`src/rtl/conf_reg_sink.sv`:
```
// CONF channel responder: buffers (c_addr, c_data) beats in a FIFO and commits them to a register bank.
// Optional error counter (err_cnt/err_clr) is built when CONF_ERR_CNT_EN is defined.
module conf_reg_sink #(
    parameter int unsigned c_addr_WIDTH = 8,
    parameter int unsigned c_data_WIDTH = 32,
    parameter int unsigned NUM_REGS     = 16,
    parameter int unsigned FIFO_DEPTH   = 4
) (
    input  logic                          clk,
    input  logic                          rst,
    input  logic                          c_valid,
    input  logic [c_addr_WIDTH-1:0]       c_addr,
    input  logic [c_data_WIDTH-1:0]       c_data,
    output logic                          c_ready,
    input  logic                          apply_en,
    input  logic [c_addr_WIDTH-1:0]       rd_addr,
    output logic [c_data_WIDTH-1:0]       rd_data,
    output logic                          cfg_update,
    output logic [c_addr_WIDTH-1:0]       upd_addr,
    output logic                          err_addr,
    output logic [$clog2(FIFO_DEPTH):0]   fifo_level
`ifdef CONF_ERR_CNT_EN
    ,
    input  logic                          err_clr,
    output logic [15:0]                   err_cnt
`endif
);

    localparam int unsigned PTR_W  = (FIFO_DEPTH > 1) ? $clog2(FIFO_DEPTH) : 1;
    localparam int unsigned LVL_W  = $clog2(FIFO_DEPTH) + 1;
    localparam int unsigned IDX_W  = (NUM_REGS > 1) ? $clog2(NUM_REGS) : 1;
    localparam int unsigned AEXT_W = c_addr_WIDTH + 1;

    // Address bound extended by one bit so NUM_REGS == 2**c_addr_WIDTH still fits.
    localparam logic [AEXT_W-1:0] NUM_REGS_A = AEXT_W'(NUM_REGS);
    localparam logic [LVL_W-1:0]  DEPTH_L    = LVL_W'(FIFO_DEPTH);

    logic [c_addr_WIDTH-1:0] fifo_addr [FIFO_DEPTH];
    logic [c_data_WIDTH-1:0] fifo_data [FIFO_DEPTH];
    logic [c_data_WIDTH-1:0] bank      [NUM_REGS];

    logic [PTR_W-1:0]        wr_ptr;
    logic [PTR_W-1:0]        rd_ptr;
    logic [LVL_W-1:0]        count;
    logic [LVL_W-1:0]        count_nxt;

    logic                    push_c;
    logic                    pop_c;
    logic                    head_ok_c;
    logic                    rd_ok_c;
    logic [c_addr_WIDTH-1:0] head_addr_c;
    logic [c_data_WIDTH-1:0] head_data_c;

    // Handshake, pop decision and next occupancy.
    always_comb begin
        push_c      = c_valid && c_ready;
        pop_c       = (count != '0) && apply_en;
        head_addr_c = fifo_addr[rd_ptr];
        head_data_c = fifo_data[rd_ptr];
        head_ok_c   = {1'b0, head_addr_c} < NUM_REGS_A;
        rd_ok_c     = {1'b0, rd_addr} < NUM_REGS_A;
        count_nxt   = count;
        case ({push_c, pop_c})
            2'b10:   count_nxt = count + LVL_W'(1);
            2'b01:   count_nxt = count - LVL_W'(1);
            default: count_nxt = count;
        endcase
    end

    // FIFO control; c_ready looks only at next occupancy, so a pop never frees a same-edge push.
    always_ff @(posedge clk) begin
        if (rst) begin
            wr_ptr     <= '0;
            rd_ptr     <= '0;
            count      <= '0;
            c_ready    <= 1'b0;
            fifo_level <= '0;
        end else begin
            if (push_c) wr_ptr <= wr_ptr + PTR_W'(1);
            if (pop_c)  rd_ptr <= rd_ptr + PTR_W'(1);
            count      <= count_nxt;
            c_ready    <= count_nxt < DEPTH_L;
            fifo_level <= count_nxt;
        end
    end

    // FIFO payload storage.
    always_ff @(posedge clk) begin
        if (push_c) begin
            fifo_addr[wr_ptr] <= c_addr;
            fifo_data[wr_ptr] <= c_data;
        end
    end

    // Register bank, commit pulses and readback.
    always_ff @(posedge clk) begin
        if (rst) begin
            for (int unsigned i = 0; i < NUM_REGS; i++) bank[i] <= '0;
            rd_data    <= '0;
            cfg_update <= 1'b0;
            upd_addr   <= '0;
            err_addr   <= 1'b0;
        end else begin
            if (pop_c && head_ok_c) begin
                bank[head_addr_c[IDX_W-1:0]] <= head_data_c;
                upd_addr <= head_addr_c;
            end
            cfg_update <= pop_c && head_ok_c;
            err_addr   <= pop_c && !head_ok_c;
            rd_data    <= rd_ok_c ? bank[rd_addr[IDX_W-1:0]] : '0;
        end
    end

`ifdef CONF_ERR_CNT_EN
    // Saturating count of discarded beats; clear wins over a coincident error.
    always_ff @(posedge clk) begin
        if (rst || err_clr) begin
            err_cnt <= '0;
        end else if (pop_c && !head_ok_c && (err_cnt != 16'hFFFF)) begin
            err_cnt <= err_cnt + 16'd1;
        end
    end
`endif

endmodule
```
`config.mk`:
```
export PLATFORM = sky130hd
export DESIGN_NAME = conf_reg_sink
export DESIGN_NICKNAME = d
export VERILOG_FILES = /design/src/rtl/conf_reg_sink.sv
export SDC_FILE = /design/constraint.sdc
export NUM_CORES = 1
export LEC_CHECK = 0
export CORE_ASPECT_RATIO = 2
export CORE_MARGIN = 1.5
export CORE_UTILIZATION = 25
export DETAILED_ROUTE_END_ITERATION = 8
export PLACE_DENSITY = 0.39
export SYNTH_ARGS = -nofsm -noshare
export SYNTH_HDL_FRONTEND = slang
export SYNTH_SLANG_ARGS = --single-unit
```
`constraint.sdc`:
```
create_clock -name clk -period 7.1 [get_ports clk]
set_input_delay 1.775 -clock clk [delete_from_list [all_inputs] [get_ports clk]]
set_output_delay 1.775 -clock clk [all_outputs]
set_load 0.03 [all_outputs]
```
# ---- Word level (Yosys, flattened, before mapping)
# Memory sizes are Yosys's and may differ from the RTL's. A register that Yosys moved wholly into a read port is not among the register bits.
# Index checks and enable logic that the tools add are counted.
# W data, S select, Z words.
dict set report op_classes {
  n_reduce_logical 8
  shifts 0
  muxes 15
  eq_ne 2
  bitwise_logic 1
  magnitude_cmp 3
  add_sub_neg 4
  div_mod_pow 0
  n_mul 0
}
# operator n
set ops {}
lappend ops {{$mux W32} 1}
lappend ops {{$reduce_or A32 Y1} 1}
lappend ops {{$lt A8 B5 Y1 const B} 2}
lappend ops {{$mux W1} 8}
lappend ops {{$mux W2} 4}
lappend ops {{$pmux W3 S2} 1}
lappend ops {{$add A2 B1 Y2 const B} 2}
lappend ops {{$logic_and A1 B1 Y1} 4}
lappend ops {{$mux W4} 1}
lappend ops {{$add A3 B1 Y3 const B} 1}
lappend ops {{$lt A3 B3 Y1 const B} 1}
lappend ops {{$reduce_bool A3 Y1} 1}
lappend ops {{$sub A3 B1 Y3 const B} 1}
lappend ops {{$eq A2 B1 Y1 const B} 1}
lappend ops {{$eq A2 B2 Y1 const B} 1}
lappend ops {{$reduce_or A2 Y1} 1}
lappend ops {{$logic_not A1 Y1} 1}
lappend ops {{$not A1 Y1} 1}
dict set report totals {
  mem_bits_ro 0
  output_inout_bits 46
  inputBits 52
  memories 3
  latchBits 0
  ff_bits 18
  mem_bits_rw 672
}
# memory words width read_ports rd_ports_with_merged_regs wr line
set memory_table {}
lappend memory_table {bank 16 32 1 1 16 40} ;# logic [c_data_WIDTH-1:0] bank [NUM_REGS];
lappend memory_table {fifo_data 4 32 1 1 1 39} ;# logic [c_data_WIDTH-1:0] fifo_data [FIFO_DEPTH];
lappend memory_table {fifo_addr 4 8 1 1 1 38} ;# logic [c_addr_WIDTH-1:0] fifo_addr [FIFO_DEPTH];

# ---- Logic depth before layout (Yosys ltp)
# Gate-level depths: netlist (run 1).
dict set report depth {
  ltp_word 8
  ltp_mapped 8
}

# ---- Worst setup path before layout (run 1)
# No wires, ideal clock.
dict set report synth_timing {
  kind {input to register}
  from {input rst}
  to {memory bank[2][0], enable pin}
  setup_ns 0.470
  stages 5
  arrival_time_ns 5.291
  setup_slack_ns 1.339
  required_time_ns 6.630
  n_path_buf 3
  cell_sequence {clkbuf_1 or4b_4 buf_2 buf_2 o31ai_1}
}
# item line
set synth_lines {}
lappend synth_lines {{from (decl)} 10} ;# input logic rst,
lappend synth_lines {{to (decl)} 40}

==> summary.md, run 1 <==
| Metric | Value |
|---|---|
| Outcome | `finished, final reports clean` |
| Crit path required time | `7.45 ns` |
| Setup bufs post-CTS | `0` |
| Area Growth Syn to Fin | `16.1%` |
| Die area | `128000 µm²` |
| VDD IR max | `0.192 mV` |
| Antenna viol nets, final | `0` |
| Synth area leaders | `edfxtp_1 (64%), mux4_2 (9.3%), mux2i_1 (4.3%)` |
| Maximum Capacitance Violations | `0` |
| HP Class | `flip-flop to flip-flop` |
| Final estimated routing congestion in global placement | `0.712` |
| Worst Path Arrival | `5.04 ns` |
| Synth top area share | `63.9%` |
| Final Hold Viols | `0` |
| Hpwl dp | `48.8 mm` |
| CP dominant cell by count | `buf_4` |
| Slew headroom | `10.3%` |
| Tmin final | `4.69 ns` |
| Drt pass-1 iters | `5` |
| Clock buffer count from CTS | `72` |
| Post-Syn Area per Cell | `16.1 µm²` |
| Clock root buffer master | `clkbuf_16` |
| Clk sinks | `724` |
| Fmax | `0.213 GHz` |
| # hold bufs at CTS | `0` |
| Async SR Flop Fraction | `0%` |
| Slowest cell on crit path | `clkdlybuf4s50_1` |
| Final instance count without filler cells | `3665` |
| CTS tree | `done` |
| Number of flops mapped to enable cells by yosys | `672` |
| Final wirelength | `85.3 mm` |
| Sequential area share after synthesis | `67.2%` |
| Total negative slack | `0 ns` |
| Worst path cell trace | `clkdlybuf4s50_1, nor2_1, nand3b_1, buf_4, buf_4, nor4_1` |
| Rows | `184` |
| Average wire per standard cell | `23.3 µm` |
| Clock buffer depth | `3` |
| Buffers on Ports | `97` |
| CP Launch Type | `input pin` |
| Post-synth top cells | `edfxtp_1 (672), nor3_1 (227), nor4_1 (210)` |
| Yosys warnings | `0` |
| DR vias/cell | `4.85` |
| Crit Path Class | `input pin to flip-flop` |
| Initial antenna violation count | `3` |
| Pre-CTS WS | `1.81 ns` |
| Synth unique cells | `39` |
| Total grt overflow | `0` |
| Clk_lat worst skew | `0.67 ns` |
| Total Routing Usage GR | `13.4%` |
| Number of global-route vias before repair | `18900` |
| Layout cell share with drive strength beyond 1 | `23.2%` |
| Clock slew at reported path FFs | `0.06 ns` |
| Leak | `10.8 nW` |
| DRC | `0` |
| Synthesized cell area | `31600 µm²` |
| Starting density of the core | `25.2%` |
| Vias | `17800` |
| Most frequent cell after synthesis | `edfxtp_1` |
| Clk_skew | `0.0419 ns` |
| Peak per-stage delay on the critical path | `0.96 ns` |
| CTS resizes | `0` |
| Count of final setup violators | `0` |
| Cell taking the most area after synthesis | `edfxtp_1` |
| Syn_nets | `2024` |
| Die Y | `505 µm` |
| Worst-margin pin slew | `1.35 ns` |
| Die X | `254 µm` |
| Fillers | `12400` |
| Critical-path maximum fanout | `65` |
| 1st-iter DRT viols | `1256` |
| Pwr Density | `288 nW/µm²` |
| Final setup margin | `2.41 ns` |
| Most used DFF post-synth | `edfxtp_1` |
| Flop and latch count out of synthesis | `724` |
| Final nets | `1990` |
| Global-route wire length before repair | `128 mm` |
| Core area | `125000 µm²` |
| Largest net degree at the start of global routing | `183` |
| Fin. max-slew vios | `0` |
| Final period util | `66.1%` |
| Io pins | `98` |
| Unrepaired setup endpoints after global routing | `no` |
| Multi-input logic area | `9550 µm²` |
| Gate Count Post-Synth | `1966` |
| Placed insts | `3532` |
| H-Tree Level Count | `3` |
| Crit end category | `flip-flop` |
| FF/Latch Area | `21200 µm²` |
[per-layer routing]
layer / vias up / routed length, µm / track usage, %
met4: 4 / 1960 / 4.28
met3: 118 / 4140 / 2.35
met5: - / 27 / 0
met2: 439 / 44600 / 23.7
met1: 9304 / 34600 / 16.2
li1: 7913 / - / -
[logic make-up (layout without fill, tap and decap cells)]
family,Yosys count,count (layout),synth area share [%]
XOR/XNOR,6,6,0.167
AO/OA/AOI/OAI,53,53,1.15
AND/OR/NAND/NOR,625,625,13.0
multiplexers,300,300,14.8
other,0,2,0
adder cells (fa/ha/maj),6,6,0.262
buffers and inverters,252,275,3.35
flip-flops,724,724,67.2
[worst max-delay path: cells and delay by family]
| kind | cells | cell delay, ns |
|---|---|---|
| buffers and inverters | 3 | 2.33 |
| and+or+nand+nor | 3 | 0.79 |
[where the power goes]
group	internal [mW]	switching, mW
registers	4.83	0.0814
clock network	2.13	1.74
logic	0.443	1.34
[stage by stage]
stage          power (mW)  cell area, µm²  hold WS, ns  utilization [%]
3_5_place_dp         6.82           34300        0.452             27.3
2_1_floorplan        6.19           31600        0.469                -
4_1_cts              10.8           36600        0.466             29.2
6_report             10.6           36600        0.465             29.2
5_1_grt              11.0           36600        0.487             29.2
3_3_place_gp         6.79           34300        0.458             27.3
[sequential cells by signal, summed over array words and instances (netlist names), named ones only]
signal	cells
bank	512
fifo_data	128
fifo_addr	32
rd_data	32
upd_addr	8
count	2
rd_ptr	2
wr_ptr	2
c_ready	1
cfg_update	1
err_addr	1
[final timing paths]
check | start | end | slack [ns] | depth (start not counted)
worst max-delay path | rst | bank[13][12]$_SDFFCE_PN0P_ | 2.41 | 6
worst min register to register | upd_addr[2]$_SDFFE_PP0P_ | upd_addr[2]$_SDFFE_PP0P_ | 0.46 | 2
worst max register to register | flip-flop | bank[15][28]$_SDFFCE_PN0P_ | 2.75 | 6
worst min-delay path | upd_addr[2]$_SDFFE_PP0P_ | upd_addr[2]$_SDFFE_PP0P_ | 0.46 | 2
[area by class of cell]
type | count | area share, %
flip-flops and latches | 724 | 57.9
multi-input cells | 990 | 26.1
well taps | 1674 | 5.72
clock buffers | 93 | 5.48
repair buffers | 139 | 3.82
clock inverters | 38 | 0.912
inverters | 5 | 0.0512
diodes | 2 | 0.0137
[cell usage in the layout (no fill, tap or decap), drive strengths merged, types with 3 or more instances in the layout]
master         count
xor2               3
nor3             228
o22ai             32
clkdlybuf4s50     94
xnor2              3
clkbuf            94
nand2             12
nor3b              4
dfxtp             52
clkinvlp           5
mux2              33
nor4             290
or4b               3
mux4             131
or4                3
ha                 5
and3               5
nor2              10
buf               44
or2               64
inv               10
clkinv            25
o31ai             17
mux2i            136
bufinv             3
edfxtp           672
(Power assumes the default switching activity.)
==> inputs of run 2 (changes only) <==
==> constraint.sdc (replaced) <==
create_clock -name clk -period 4.4 [get_ports clk]
set_input_delay 1.1 -clock clk [delete_from_list [all_inputs] [get_ports clk]]
set_output_delay 1.1 -clock clk [all_outputs]
set_load 0.03 [all_outputs]
==> run 2 against run 1 <==
Clock-buffer cell count decreased by 5. First-iteration DRC count increased by 7.1%. Via count increased by 2.1%. Non-clock buffer count increased by 32. Total power increased by 64%. Sequential power increased by 61%. Highest routed layer unchanged. Clock skew decreased by 0.022 ns. Critical endpoint is now bank[5][25]$_SDFFCE_PN0P_. Combinational power increased by 72%. Worst hold slack improved by 0.011 ns. Routed wire length increased by 9.2%. Utilization increased by 0.40 points.
==> summary.md, run 2 (same netlist as run 1, synthesis figures left out) <==
| Metric | Value |
|---|---|
| Vias | `18200 (+2.1%)` |
| Total grt overflow | `0 (unchanged)` |
| Starting density of the core | `25.2% (unchanged)` |
| CP dominant cell by count | `buf_4` |
| Final period util | `75.7%` |
| Crit path buffers/inverters | `2 (-1)` |
| P_sw | `5.19 mW (+64%)` |
| Worst-margin pin slew | `1.12 ns (-0.229 ns)` |
| Worst R2R Setup Slack | `1.07 ns (-1.68 ns)` |
| Tmin final | `3.33 ns` |
| Fmax | `0.300 GHz` |
| Area Growth Syn to Fin | `17.7%` |
| Most common library cell in the layout ignoring fill and taps | `edfxtp_1` |
| Clock buffer count from CTS | `73 (+1.4%)` |
| CTS tree | `done` |
| Registers with the most flip-flops | `bank (512), fifo_data (128)` |
| Clock Power Share | `36.6% (about the same)` |
| Buffers on Ports | `97 (unchanged)` |
| Rows | `184 (unchanged)` |
| Max reg flops | `512 (unchanged)` |
| Layout cell share with drive strength beyond 1 | `24.3% (+1.1 points)` |
| Critical-path maximum fanout | `97 (+49%)` |
| Total negative slack | `0 ns (unchanged)` |
| Slew headroom | `25.5% (+15 points)` |
| Unrepaired setup endpoints after global routing | `no` |
| CP delay by family, top | `multiplexers` |
| HP Class | `flip-flop to flip-flop` |
| WHS | `0.476 ns (+0.0112 ns)` |
| Final setup margin | `1.07 ns (-1.34 ns)` |
| Maximum Capacitance Violations | `0 (unchanged)` |
| Clock root buffer master | `clkbuf_16` |
| Worst path cell trace | `buf_4, mux2i_1, mux2_8, buf_4, nor4_1` |
| Average wire per standard cell | `25.2 µm (+8.2%)` |
| Outcome | `finished, final reports clean` |
| Final nets | `2023 (+1.7%)` |
| Fin. max-slew vios | `0 (unchanged)` |
| DP Area | `34800 µm² (+1.4%)` |
| RR Endpoint | `bank[5][25]$_SDFFCE_PN0P_` |
| Die X | `254 µm (unchanged)` |
| Switching Share | `30.0% (+0.084 points)` |
| Clock buffer depth | `3 (unchanged)` |
| Final instance count without filler cells | `3700 (+0.95%)` |
| Hold endpoint | `upd_addr[1]$_SDFFE_PP0P_` |
| Clk_skew | `0.0203 ns (-0.0216 ns)` |
| Worst Path Arrival | `3.68 ns (-1.36 ns)` |
| Global-route wire length before repair | `137 mm (+7.0%)` |
| Core area | `125000 µm² (unchanged)` |
| Commonest non-fill, non-tap cells in the layout | `edfxtp_1 (672), nor3_1 (227), nor4_1 (210)` |
| Post-route cell area | `37100 µm² (+1.4%)` |
| Clk sinks | `724 (unchanged)` |
| Die area | `128000 µm² (unchanged)` |
| Largest net degree at the start of global routing | `157 (-14%)` |
| Crit end category | `flip-flop` |
| Leak | `11.1 nW (+2.2%)` |
| Placed insts | `3564 (+0.91%)` |
| Die Y | `505 µm (unchanged)` |
| Clock slew at reported path FFs | `0.06 ns (about the same)` |
| CP Launch Type | `flip-flop` |
| Peak per-stage delay on the critical path | `0.77 ns (-0.19 ns)` |
| Internal power component | `12.1 mW (+64%)` |
| Setup bufs post-CTS | `0 (unchanged)` |
| Slowest cell on crit path | `mux2_8` |
| 1st-iter DRT viols | `1345 (+7.1%)` |
| Fillers | `12400 (-0.34%)` |
| Flop pwr share | `45.6% (-0.9 points)` |
| Total Routing Usage GR | `14.7% (+1.3 points)` |
| Crit path required time | `4.75 ns (-2.70 ns)` |
| Pre-CTS WS | `0.499 ns (-1.31 ns)` |
| Count of final setup violators | `0 (unchanged)` |
| Worst Min Path Start | `upd_addr[1]$_SDFFE_PP0P_` |
| Biggest register | `bank` |
| Number of global-route vias before repair | `19500 (+3.2%)` |
| Final wirelength | `93.2 mm (+9.2%)` |
| # hold bufs at CTS | `0 (unchanged)` |
| DRC | `0 (unchanged)` |
| Drt pass-1 iters | `5 (unchanged)` |
| Final estimated routing congestion in global placement | `0.703 (-1.3%)` |
| Initial antenna violation count | `5 (+2)` |
| R2R cell count | `5 (-1)` |
| Final Hold Viols | `0 (unchanged)` |
| H-Tree Level Count | `3 (unchanged)` |
| VDD IR max | `0.283 mV (+47%)` |
| Logic pwr share | `17.8% (+0.9 points)` |
| Hold path depth | `2 (unchanged)` |
| DR vias/cell | `4.91 (+1.2%)` |
| Pwr Density | `466 nW/µm² (+62%)` |
| Antenna viol nets, final | `0 (unchanged)` |
| Clk_lat worst skew | `0.66 ns (about the same)` |
| Io pins | `98 (unchanged)` |
| Hpwl dp | `53.6 mm (+9.9%)` |
| Crit Path Class | `flip-flop to flip-flop` |
| CTS resizes | `0 (unchanged)` |
run 2: cell count changes in the layout (fill, tap and decap cells not counted), moves of 3 or more:
cell	before	now
buf_12	9	29
buf_4	35	47
clkinv_1	8	15
bufinv_16	3	6
clkinv_2	14	11
clkinvlp_4	5	8
run 2: worst register-to-register path: cells and delay by family (launching register included):
kind / cells / cell delay (ns)
flops: 1 / 0.44
simple gates: 1 / 0.20
mux: 2 / 1.19
buf+inv: 2 / 1.19
run 2: stage by stage:
| stage | utilization [%] | power, mW |
|---|---|---|
| final | 29.6 | 17.3 |
| after global routing | 29.6 | 18.0 |
| after CTS | 29.6 | 17.6 |
| after detailed placement | 27.7 | 11.2 |
| after global placement | 27.7 | 11.1 |
| after floorplan | - | 10.0 |
run 2: layer usage:
layer / wire length (µm) / track usage (%)
met5: 38 / 0
met4: 3180 / 5.67
met3: 3670 / 2.47
met2: 49300 / 26.6
met1: 36900 / 17.1
run 2: worst max-delay path by stage:
| stage | to | slack (ns) | cells after the start |
|---|---|---|---|
| 2_1_floorplan | bank[2][0]$_SDFFCE_PN0P_ | -0.69 | 5 |
| 3_3_place_gp | bank[15][14]$_SDFFCE_PN0P_ | 0.55 | 8 |
| 3_5_place_dp | bank[14][29]$_SDFFCE_PN0P_ | 0.50 | 8 |
| 4_1_cts | bank[14][14]$_SDFFCE_PN0P_ | 1.03 | 7 |
| 5_1_grt | bank[3][28]$_SDFFCE_PN0P_ | 0.86 | 5 |
| 6_report | bank[5][25]$_SDFFCE_PN0P_ | 1.07 | 5 |
run 2: cell type report:
class	instances	area (µm²)	area share, %
Tap cell	1674	2090	5.64
Timing Repair Buffer	171	1890	5.08
Clock buffer	88	1950	5.24
Antenna cell	2	5.00	0.0135
Multi-Input combinational cell	990	9550	25.7
Sequential cell	724	21200	57.2
Inverter	5	18.8	0.0505
Clock inverter	46	412	1.11
run 2: power groups by stage:
stage / logic (mW) / registers (mW) / clock network, mW
after floorplan: 1.93 / 8.06 / 0
after global placement: 3.09 / 8.04 / 0
after detailed placement: 3.13 / 8.06 / 0
after CTS: 3.14 / 7.91 / 6.56
after global routing: 3.30 / 7.93 / 6.76
final: 3.08 / 7.90 / 6.33
==> inputs of run 3 (changes only) <==
--- a/config.mk
+++ b/config.mk
@@ -9,7 +9,7 @@
 export CORE_MARGIN = 1.5
 export CORE_UTILIZATION = 25
 export DETAILED_ROUTE_END_ITERATION = 8
-export PLACE_DENSITY = 0.39
+export PLACE_DENSITY = 0.41
 export SYNTH_ARGS = -nofsm -noshare
 export SYNTH_HDL_FRONTEND = slang
 export SYNTH_SLANG_ARGS = --single-unit
==> constraint.sdc (replaced) <==
create_clock -name clk -period 2.8 [get_ports clk]
set_input_delay 0.7 -clock clk [delete_from_list [all_inputs] [get_ports clk]]
set_output_delay 0.7 -clock clk [all_outputs]
set_load 0.03 [all_outputs]
==> run 3 against run 2 <==
Cell area up 3.3%. Flip-flop and latch count is the same. Fmax up 26%. Worst hold slack lost 0.0048 ns. Critical path depth down 1. Worst setup slack got worse by 0.91 ns. Global-route usage is 0.30 points lower. Final cell count up 2.1%. Clock power is 64% higher. Critical endpoint is now bank[7][30]$_SDFFCE_PN0P_. Largest cell class unchanged. Largest power group unchanged.
==> summary.md, run 3 (same netlist as run 1, synthesis figures left out) <==
| Metric | Value |
|---|---|
| Outcome | `finished, final reports clean` |
| Io pins | `98 (unchanged)` |
| Vias | `18200 (+0.39%)` |
| Clk_skew | `0.0190 ns (-0.00123 ns)` |
| Crit Path Class | `flip-flop to flip-flop` |
| Global-route wire length before repair | `136 mm (-0.88%)` |
| H-Tree Level Count | `3 (unchanged)` |
| Biggest register | `bank` |
| Total grt overflow | `0 (unchanged)` |
| Clock slew at reported path FFs | `0.06 ns (about the same)` |
| Rows | `184 (unchanged)` |
| Layout cell share with drive strength beyond 1 | `27.0% (+2.8 points)` |
| Maximum Capacitance Violations | `0 (unchanged)` |
| DRC | `0 (unchanged)` |
| Final Hold Viols | `0 (unchanged)` |
| Hpwl dp | `58.7 mm (+9.6%)` |
| Leak | `11.7 nW (+5.8%)` |
| R2R cell count | `4 (-1)` |
| Tmin final | `2.64 ns (-0.691 ns)` |
| Fmax | `0.379 GHz (+26%)` |
| Largest net degree at the start of global routing | `107 (-32%)` |
| Antenna viol nets, final | `0 (unchanged)` |
| Starting density of the core | `25.2% (unchanged)` |
| Worst setup path end | `bank[7][30]$_SDFFCE_PN0P_` |
| VDD IR max | `0.469 mV (+66%)` |
| Setup bufs post-CTS | `0 (unchanged)` |
| Critical-path maximum fanout | `27 (-72%)` |
| Clock buffer count from CTS | `75 (+2.7%)` |
| Unrepaired setup endpoints after global routing | `no` |
| Initial antenna violation count | `7 (+2)` |
| WHS | `0.471 ns (-0.00477 ns)` |
| Crit end category | `flip-flop` |
| Pre-CTS WS | `-0.457 ns (-0.956 ns)` |
| Clock root buffer master | `clkbuf_16` |
| Die area | `128000 µm² (unchanged)` |
| Fin. max-slew vios | `0 (unchanged)` |
| Final nets | `2097 (+3.7%)` |
| Count of final setup violators | `0 (unchanged)` |
| HP Class | `flip-flop to flip-flop` |
| Clock buffer depth | `3 (unchanged)` |
| Worst R2R Setup Slack | `0.16 ns (-0.91 ns)` |
| # hold bufs at CTS | `0 (unchanged)` |
| Most common library cell in the layout ignoring fill and taps | `edfxtp_1` |
| Crit path required time | `3.14 ns (-1.61 ns)` |
| DR vias/cell | `4.83 (-1.6%)` |
| Registers with the most flip-flops | `bank (512), fifo_data (128)` |
| Total Routing Usage GR | `14.4% (-0.30 points)` |
| Drt pass-1 iters | `5 (unchanged)` |
| Final wirelength | `91.5 mm (-1.7%)` |
| Pwr Density | `734 nW/µm² (+57%)` |
| 1st-iter DRT viols | `1233 (-8.3%)` |
| Slew headroom | `55.5% (+30 points)` |
| Final setup margin | `0.162 ns (-0.909 ns)` |
| RR Endpoint | `bank[7][30]$_SDFFCE_PN0P_` |
| CP Launch Type | `flip-flop` |
| Worst-margin pin slew | `0.664 ns (-0.453 ns)` |
| Average wire per standard cell | `24.2 µm (-3.7%)` |
| Die Y | `505 µm (unchanged)` |
| Final estimated routing congestion in global placement | `0.723 (+2.9%)` |
| Worst Path Arrival | `2.98 ns (-0.70 ns)` |
| Die X | `254 µm (unchanged)` |
| Max reg flops | `512 (unchanged)` |
| Total negative slack | `0 ns (unchanged)` |
| Commonest non-fill, non-tap cells in the layout | `edfxtp_1 (672), nor3_1 (227), nor4_1 (210)` |
| Total power | `28.2 mW (+63%)` |
| CTS tree | `done` |
| Final core occ | `30.6% (+0.97 points)` |
| Worst Min Path Start | `upd_addr[3]$_SDFFE_PP0P_` |
| Final period util | `94.2% (+19 points)` |
| Clk_lat worst skew | `0.66 ns (about the same)` |
| Core area | `125000 µm² (unchanged)` |
| Buffers on Ports | `97 (unchanged)` |
| Clk sinks | `724 (unchanged)` |
| Area Growth Syn to Fin | `21.6%` |
| Number of global-route vias before repair | `19800 (+1.5%)` |
| Fillers | `12300 (-0.66%)` |
==> run 3: how the worst min path moves through the flow <==
stage,depth (start not counted),endpoint,slack (ns)
finish,2,upd_addr[3]$_SDFFE_PP0P_,0.47
global route,2,upd_addr[3]$_SDFFE_PP0P_,0.50
CTS,2,upd_addr[3]$_SDFFE_PP0P_,0.47
detailed placement,2,upd_addr[1]$_SDFFE_PP0P_,0.46
global placement,2,upd_addr[3]$_SDFFE_PP0P_,0.46
floorplan,2,wr_ptr[1]$_SDFFE_PP0P_,0.47
==> run 3: per-stage QoR <==
step,std cells,area [µm²]
after floorplan,1966,31800
after global placement,3636,35800
after detailed placement,3636,35800
after CTS,3775,38400
after global routing,3776,38400
final,3776,38400
==> run 3: what timing repair did <==
| item | 4_1_cts | 5_1_grt |
|---|---|---|
| setup endpoints to repair | 141 | 2 |
| gates resized for setup | 1 | 1 |
| cloned | 0 | 0 |
| endpoints found under the hold margin | 0 | 0 |
==> run 3: worst max-delay path, cell delays in order, from the launching register on <==
cell and delay, ns:
dfxtp_4 0.42, mux4_2 0.60, or4b_4 0.63, o31ai_4 0.33, buf_12 0.30
==> run 3: where the power goes <==
group	internal, mW	leakage (nW)	switching, mW
Clock	6.03	1.23	4.40
Sequential	12.3	7.16	0.158
Combinational	1.65	3.34	3.66
Total	19.9	11.7	8.22
==> run 3: layout make-up <==
| type | instances | area, µm² | share of cell area (%) |
|---|---|---|---|
| sequential | 724 | 21200 | 55.3 |
| timing repair buffer | 243 | 2950 | 7.68 |
| clock buffer | 98 | 2050 | 5.33 |
| clock inverter | 41 | 473 | 1.23 |
| antenna | 1 | 2.50 | 0.00652 |
| tap | 1674 | 2090 | 5.46 |
| inverter | 5 | 18.8 | 0.0489 |
| multi-input combinational | 990 | 9560 | 24.9 |
==> run 3: layer usage <==
layer  part of all wire [%]  vias to the layer above  global-route usage (%)
li1                       -                     8145                       -
met1                     38                     9560                    16.3
met2                     55                      400                    27.1
met3                    4.1                      113                    2.50
met4                    2.3                        8                    4.22
met5                  0.063                        -                       0
